<file path="config.mk">
export PLATFORM = sky130hd
export DESIGN_NAME = acc_ctrl_fsm
export DESIGN_NICKNAME = d
export VERILOG_FILES = /design/src/rtl/acc_ctrl_fsm.sv
export SDC_FILE = /design/constraint.sdc
export NUM_CORES = 1
export LEC_CHECK = 0
export BUFFER_PORTS_ARGS = -buffer_cell sky130_fd_sc_hd__buf_2
export CORE_UTILIZATION = 37
export CTS_CLUSTER_SIZE = 30
export DETAILED_ROUTE_END_ITERATION = 10
export HOLD_SLACK_MARGIN = 0.15
export PLACE_DENSITY_LB_ADDON = 0.1
export SLEW_MARGIN = 25
export SYNTH_ARGS = -nofsm -noshare
export SYNTH_HDL_FRONTEND = slang
export SYNTH_SLANG_ARGS = --single-unit
</file>
<file path="constraint.sdc">
create_clock -name clk -period 2.7 [get_ports clk]
set_input_delay 0.135 -clock clk [delete_from_list [all_inputs] [get_ports clk]]
set_output_delay 0.135 -clock clk [all_outputs]
set_load 0.02 [all_outputs]
</file>
<file path="src/rtl/acc_ctrl_fsm.sv">
// acc_ctrl_fsm: start/validate config, issue a counted beat burst, count results, report status/error/irq
// Ports: clk, rst_n (async active-low); start_i/abort_i/clear_i pulses and cfg_len_i/cfg_mode_i from the
// register block; dp_valid_o/dp_ready_i/dp_idx_o/dp_mode_o/dp_done_i to the datapath;
// status_o/error_o/busy_o/irq_o back to the register block.
module acc_ctrl_fsm #(
  parameter int LEN_W          = 16,
  parameter int MAX_LEN        = 1024,
  parameter int TIMEOUT_CYCLES = 4096
) (
  input  logic             clk,
  input  logic             rst_n,
  input  logic             start_i,
  input  logic             abort_i,
  input  logic             clear_i,
  input  logic [LEN_W-1:0] cfg_len_i,
  input  logic [1:0]       cfg_mode_i,
  output logic             dp_valid_o,
  input  logic             dp_ready_i,
  output logic [LEN_W-1:0] dp_idx_o,
  output logic [1:0]       dp_mode_o,
  input  logic             dp_done_i,
  output logic [3:0]       status_o,
  output logic [3:0]       error_o,
  output logic             busy_o,
  output logic             irq_o
);
  localparam int WD_W = $clog2(TIMEOUT_CYCLES + 1);
  localparam logic [LEN_W-1:0] MAX_L = LEN_W'(MAX_LEN);
  localparam logic [WD_W-1:0] WD_LAST = WD_W'(TIMEOUT_CYCLES - 1);
  typedef enum logic [3:0] {ST_IDLE = 4'h0, ST_RUNNING = 4'h1} acc_state_t;
  typedef enum logic [3:0] {ER_OKAY = 4'h0, ER_INVALID_CFG = 4'h1, ER_OTHERS = 4'h2} acc_error_t;
  acc_state_t state, state_n;
  acc_error_t error, error_n;
  logic irq, irq_n;
  logic [LEN_W-1:0] len, len_n, issued, issued_n, done_cnt, done_n;
  logic [1:0] mode, mode_n;
  logic [WD_W-1:0] wdog, wdog_n;
  logic running, cfg_ok, xfer, dn, final_done, activity;
  assign running    = state == ST_RUNNING;
  assign cfg_ok     = cfg_len_i != '0 && cfg_len_i <= MAX_L && cfg_mode_i != 2'b11;
  assign dp_valid_o = running && issued < len;
  assign xfer       = dp_valid_o && dp_ready_i;
  // done pulses beyond the burst length never reach the counter
  assign dn         = running && dp_done_i && done_cnt != len;
  assign final_done = dn && done_cnt == len - 1'b1;
  assign activity   = xfer || dp_done_i;
  assign dp_idx_o   = issued;
  assign dp_mode_o  = mode;
  assign status_o   = state;
  assign error_o    = error;
  assign busy_o     = running;
  assign irq_o      = irq;
  always_comb begin
    state_n  = state;
    error_n  = error;
    irq_n    = 1'b0;
    len_n    = len;
    mode_n   = mode;
    issued_n = issued;
    done_n   = done_cnt;
    wdog_n   = wdog;
    if (!running) begin
      if (start_i && !cfg_ok) begin
        error_n = ER_INVALID_CFG;
        irq_n   = 1'b1;
      end else if (start_i) begin
        state_n  = ST_RUNNING;
        error_n  = ER_OKAY;
        len_n    = cfg_len_i;
        mode_n   = cfg_mode_i;
        issued_n = '0;
        done_n   = '0;
        wdog_n   = '0;
      end else if (clear_i) begin
        error_n = ER_OKAY;
      end
    end else begin
      issued_n = issued + LEN_W'(xfer);
      done_n   = done_cnt + LEN_W'(dn);
      wdog_n   = activity ? '0 : wdog + 1'b1;
      // completion outranks abort, abort outranks the watchdog
      if (final_done) begin
        state_n = ST_IDLE;
        error_n = ER_OKAY;
        irq_n   = 1'b1;
      end else if (abort_i || (!activity && wdog == WD_LAST)) begin
        state_n = ST_IDLE;
        error_n = ER_OTHERS;
        irq_n   = 1'b1;
      end
    end
  end
  always_ff @(posedge clk or negedge rst_n) begin
    if (!rst_n) begin
      state    <= ST_IDLE;
      error    <= ER_OKAY;
      irq      <= 1'b0;
      len      <= '0;
      mode     <= '0;
      issued   <= '0;
      done_cnt <= '0;
      wdog     <= '0;
    end else begin
      state    <= state_n;
      error    <= error_n;
      irq      <= irq_n;
      len      <= len_n;
      mode     <= mode_n;
      issued   <= issued_n;
      done_cnt <= done_n;
      wdog     <= wdog_n;
    end
  end
endmodule

</file>
* Word level (Yosys, flattened, before mapping)
Cells that the tools add are included.
** Operators by class
- Multiplexer cells :: 23
- Reduce and logical (&&, ||, !) cells :: 20
- $lt $le $gt $ge :: 2
- Eq/ne operators :: 7
- Add/sub/neg operators :: 4
- Bitwise gates (word level) :: 2
** Operators by type and width (count)
- 2-to-1 mux 16 bit :: 4
- 2-to-1 mux 13 bit :: 4
- 2-to-1 mux 4 bit :: 11
- adder 16 x 1 -> 16 bit :: 2
- == test 16 bit :: 1
- less-or-equal comparator 16 x 11 -> 1 bit, second input constant :: 1
- < comparator 16 bit :: 1
- inequality test 16 bit :: 1
- nonzero test 16 bit :: 1
- subtractor 16 x 1 -> 16 bit, second input constant :: 1
- adder 13 x 1 -> 13 bit, second input constant :: 1
- == test 13 x 12 -> 1 bit, second input constant :: 1
- logical AND 1 bit :: 9
- AND reduction 3 bit :: 2
- == test 4 x 1 -> 1 bit, second input constant :: 1
- 2-to-1 mux 1 bit :: 4
- inequality test 2 bit, second input constant :: 2
- AND reduction 2 bit :: 2
- nonzero test 4 bit :: 1
- inequality test 3 x 1 -> 1 bit, second input constant :: 1
- logical NOT 1 bit :: 2
- logical OR 1 bit :: 2
- inverter 1 bit :: 2
- nonzero test 2 bit :: 1
** Word-level totals
- Register bits :: 72
- Output and inout port bits :: 29
- Word-level logic and storage cells :: 66

* Depth between registers and ports, before layout
- Depth in word-level cells :: 10
- Mapped depth :: 15
- Gate-level depth less buffers :: 14

* Worst setup path before layout
OpenSTA, ideal clock, no wires.
- Kind :: reg-to-reg
- Start :: register issued[11], in the netlist dp_idx_o[11]
- End :: register issued[15], in the netlist dp_idx_o[15]
- Path slack :: -0.170 ns
- Period minus slack after synthesis :: 2.870 ns
- Stages on the path, launching flop included :: 12
- Arrival :: 2.740 ns
- Cell sequence :: dfrtp_1 ha_1 a21oi_1 o21ai_0 nor4_1 and3_1 ha_1 and3_1 nand4_1 or4b_1 xor2_1 nor2_2
** Between the ends
- Word-level cells in the longest chain between the ends :: 5
** Ends and longest elaborated chain
- start, declared :: line 35 : logic [LEN_W-1:0] len, len_n, issued, issued_n, done_cnt, done_n;
- start signal, assigned :: line 109 : issued <= issued_n;
- < comparator 16 bit :: line 41 : assign dp_valid_o = running && issued < len;
- logical AND 1 bit :: line 41
- logical AND 1 bit :: line 42 : assign xfer = dp_valid_o && dp_ready_i;
- adder 16 x 1 -> 16 bit (*) :: line 78 : issued_n = issued + LEN_W'(xfer);
- 2-to-1 mux 16 bit (*) :: line 62 : if (!running) begin
Every way passes the cells marked *; elsewhere a longest branch is shown, timed or not.
A chain may end at the register's enable or synchronous reset.

* Worst setup path in the final report
- Start :: register issued[12], in the netlist dp_idx_o[12]
- End :: register issued[15], in the netlist dp_idx_o[15]
The elaborated chain is that of the path after synthesis.

==> impl_results.md <==
- Status: finished with violations
- Failing checks: negative setup slack
- Drt total wl: 12500 um
- CTS tree: done
- Pre-CTS setup slack: -0.404 ns
- Fin crit period: 2.85 ns
- Hold Vio Cnt, Final: 0
- DRC marker count from the first detailed-route iteration: 142
- WS Path Type: reg -> reg
- Die Y-Extent: 110 um
- Post-synthesis cell area: 4330 sq um
- Core ar.: 11400 sq um
- Crit path cell chain: ha_4, nand4_1, o21ai_2, nor4_4, and3_4, ha_4, and3_4, nand4_1, or4b_1, xor2_1, nor2_2
- CP max FO: 3
- Hpwl dp: 9110 um
- Reg clk slew, reported paths: 0.05 ns
- Post-synth cell types: 58
- Sequential share of the synthesized area: 38.7%
- GP Congestion: 0.877
- Buffer levels on the longest clock path: 2
- Worst setup margin: -0.153 ns
- Pwr Density: 437 nW/um^2
- Worst hold margin: 0.162 ns
- Fin area: 6540 sq um
- Final Slew Violations: 0
- Grt ovf: 0
- Starting Density: 37.9%
- Post-Synthesis Cells: 499
- Top cells by area, synth: dfrtp_1 (39%), nand2_1 (7.9%), ha_1 (6.1%), o21ai_0 (5.9%), xor2_1 (5.3%)
- Synth-to-layout area growth: 51.0%
- Worst Skew: 0.00387 ns
- RSZ-0062 raised after global routing: yes
- Max Fclk: 350 MHz
- Max IR drop VDD: 0.264 mV
- Avg Cell Area, Syn: 8.68 sq um
- Crit path launch type: register
- Max incr delay on CP: 0.57 ns
- Avg WL per Cell: 15.5 um
- FILL cells: 1028
- First-pass GRT wire length: 19400 um
- # port buffers: 48
- Main synth FF type: dfrtp_1
- Static leakage: 3.06 nW
- Via count: 4107
- Die W: 110 um
- Routed Antenna Nets: 0
- TritonCTS Buffers: 9
- Yosys top cell by area: dfrtp_1
- Final setup violation count: 5
- Slew HR: 51.5%
- Slowest-stage cell, CP: or4b_1
- Antenna violations before repair: 0
- Number of global-route vias before repair: 3903
- TritonRoute pass-1 iters: 4
- Number of synthesized flops with an enable pin: 0
- Core Util, Final: 57.3%
- IO Pins: 54
- DIE AREA: 12100 sq um
- Nature of the critical path endpoint: register
- Asr flop ratio synth: 100%
- Actual slew at the worst max-slew pin: 0.728 ns
- Min-delay worst type: in -> reg
- WP data arrival: 3.07 ns
- Via/cell ratio: 5.08
- Worst-skew pair later-pin latency: 0.34 ns
- Critical Path RT: 2.92 ns
- Nets@finish: 707
- Final cycle utilization of the critical path: 106%
- Power consumption: 2.86 mW
- CTS root buffer: clkbuf_16
- FP Rows: 39
- Seq cells post-synth: 67
- Number of H-tree levels: 3
- GRT Util Overall: 21.5%
- Max_cap viols: 0
- CTS sink count: 67
- ANT cells: 0
- Synth warn: 0
- Layout cells sized above 1: 42.2%
- Placement Cell Area: 5480 sq um
- Residual DRC count: 0
- R2r setup slk: -0.15 ns
- Synth top area share: 38.7%
- Largest net degree at the start of global routing: 40
==> registers in the layout, summed over array words and instances, names as in the netlist <==
register   count
dp_idx_o      16
wdog          13
len           16
dp_mode_o      2
error_o        2
irq_o          1
done_cnt      16
status_o       1
==> power by group <==
part	internal, mW	switching, mW
logic	0.317	0.329
registers	1.06	0.0501
clock network	0.670	0.437
total	2.05	0.816
==> Yosys cell counts, types with 2 or more instances <==
| cell | instances |
|---|---|
| xor2_1 | 26 |
| dfrtp_1 | 67 |
| clkbuf_1 | 20 |
| and3_1 | 17 |
| a31o_2 | 5 |
| inv_1 | 23 |
| a22o_1 | 2 |
| o21ai_0 | 51 |
| nand2b_1 | 3 |
| a21o_1 | 5 |
| a31oi_1 | 2 |
| buf_4 | 6 |
| nand4_1 | 9 |
| nor2_1 | 26 |
| a21oi_1 | 14 |
| o211ai_1 | 2 |
| nor3b_1 | 5 |
| nor4b_2 | 2 |
| mux2i_1 | 2 |
| nor4_1 | 6 |
| nor2b_1 | 2 |
| nor3_1 | 10 |
| nand2_1 | 91 |
| nor4_4 | 2 |
| mux2_2 | 2 |
| o31ai_1 | 6 |
| xnor2_1 | 25 |
| ha_1 | 21 |
| nand3_1 | 17 |
| nor2_2 | 2 |
==> cells by family (layout without fill, tap and decap cells) <==
family	after synthesis	after routing	share of synthesized area [%]
AO/OA/AOI/OAI	99	99	14.6
XOR/XNOR	51	51	10.3
adder cells (fa/ha/maj)	21	21	6.06
buffers and inverters	50	213	4.88
flip-flops	67	67	38.7
multiplexers	4	4	0.982
other	1	5	0.0865
AND/OR/NAND/NOR	206	206	24.4
==> cell usage in the layout (no fill, tap or decap), types with 6 or more instances in the layout <==
cell	Yosys	layout
buf_4	6	105
nand2_1	91	88
dfrtp_1	67	58
buf_2	1	48
o21ai_0	51	37
xnor2_1	25	22
nor2_1	26	20
xor2_1	26	17
dlygate4sd3_1	0	16
inv_1	23	14
nand3_1	17	13
o21ai_1	1	13
a21oi_1	14	11
and3_1	17	11
ha_1	21	10
inv_2	0	9
nand4_1	9	9
clkbuf_16	0	9
dfrtp_2	0	9
ha_4	0	8
nor3_1	10	7
nor2_2	2	7
nor4_4	2	6
and3_4	0	6
==> worst max-delay path: cells and delay by family, from the launching register on <==
kind | cells | cell delay (ns)
fa+ha+maj | 2 | 0.36
compound gates | 1 | 0.10
simple gates | 7 | 1.63
xor+xnor | 1 | 0.20
flops | 1 | 0.43
==> area by class of cell <==
class | instances | area (sq um) | area share [%]
clock inverters | 2 | 10.0 | 0.153
multi-input cells | 386 | 3060 | 46.8
clock buffers | 14 | 264 | 4.04
flip-flops and latches | 67 | 1690 | 25.8
repair buffers | 174 | 1250 | 19.2
well taps | 143 | 179 | 2.73
inverters | 23 | 86.3 | 1.32
==> metrics by stage <==
stage	TNS (ns)	std cells
detailed placement	-3.21	763
floorplan	-0.0768	503
global placement	-2.79	763
global route	-3.38	809
CTS	-0.885	800
finish	-0.444	809
==> routing by layer <==
layer / global-route usage, % / routed length [um] / vias up
li1: - / - / 2050
met1: 27.8 / 5680 / 1973
met2: 35.5 / 6150 / 62
met3: 2.82 / 318 / 22
met4: 10.5 / 393 / 0
met5: 0 / 0 / -
==> worst paths after layout <==
path	from	endpoint	depth (start not counted)
max reg2reg	dp_idx_o[12]	dp_idx_o[15]	11
min reg2reg	wdog[12]	wdog[12]	1
min in group asynchronous	rst_n	dp_idx_o[5]	2
min	clear_i	error_o[1]	4
max in group asynchronous	rst_n	status_o[0]	3
max	dp_idx_o[12]	dp_idx_o[15]	11
==> repair_timing <==
| item | 4_1_cts | 5_1_grt |
|---|---|---|
| hold buffers | 16 | 0 |
| hold endpoints to repair | 43 | 0 |
| gates resized for setup | 26 | 84 |
| endpoints found under the setup margin | 18 | 32 |
| setup buffers | 5 | 11 |
| pin swaps | 14 | 40 |
(Power assumes the default switching activity.)
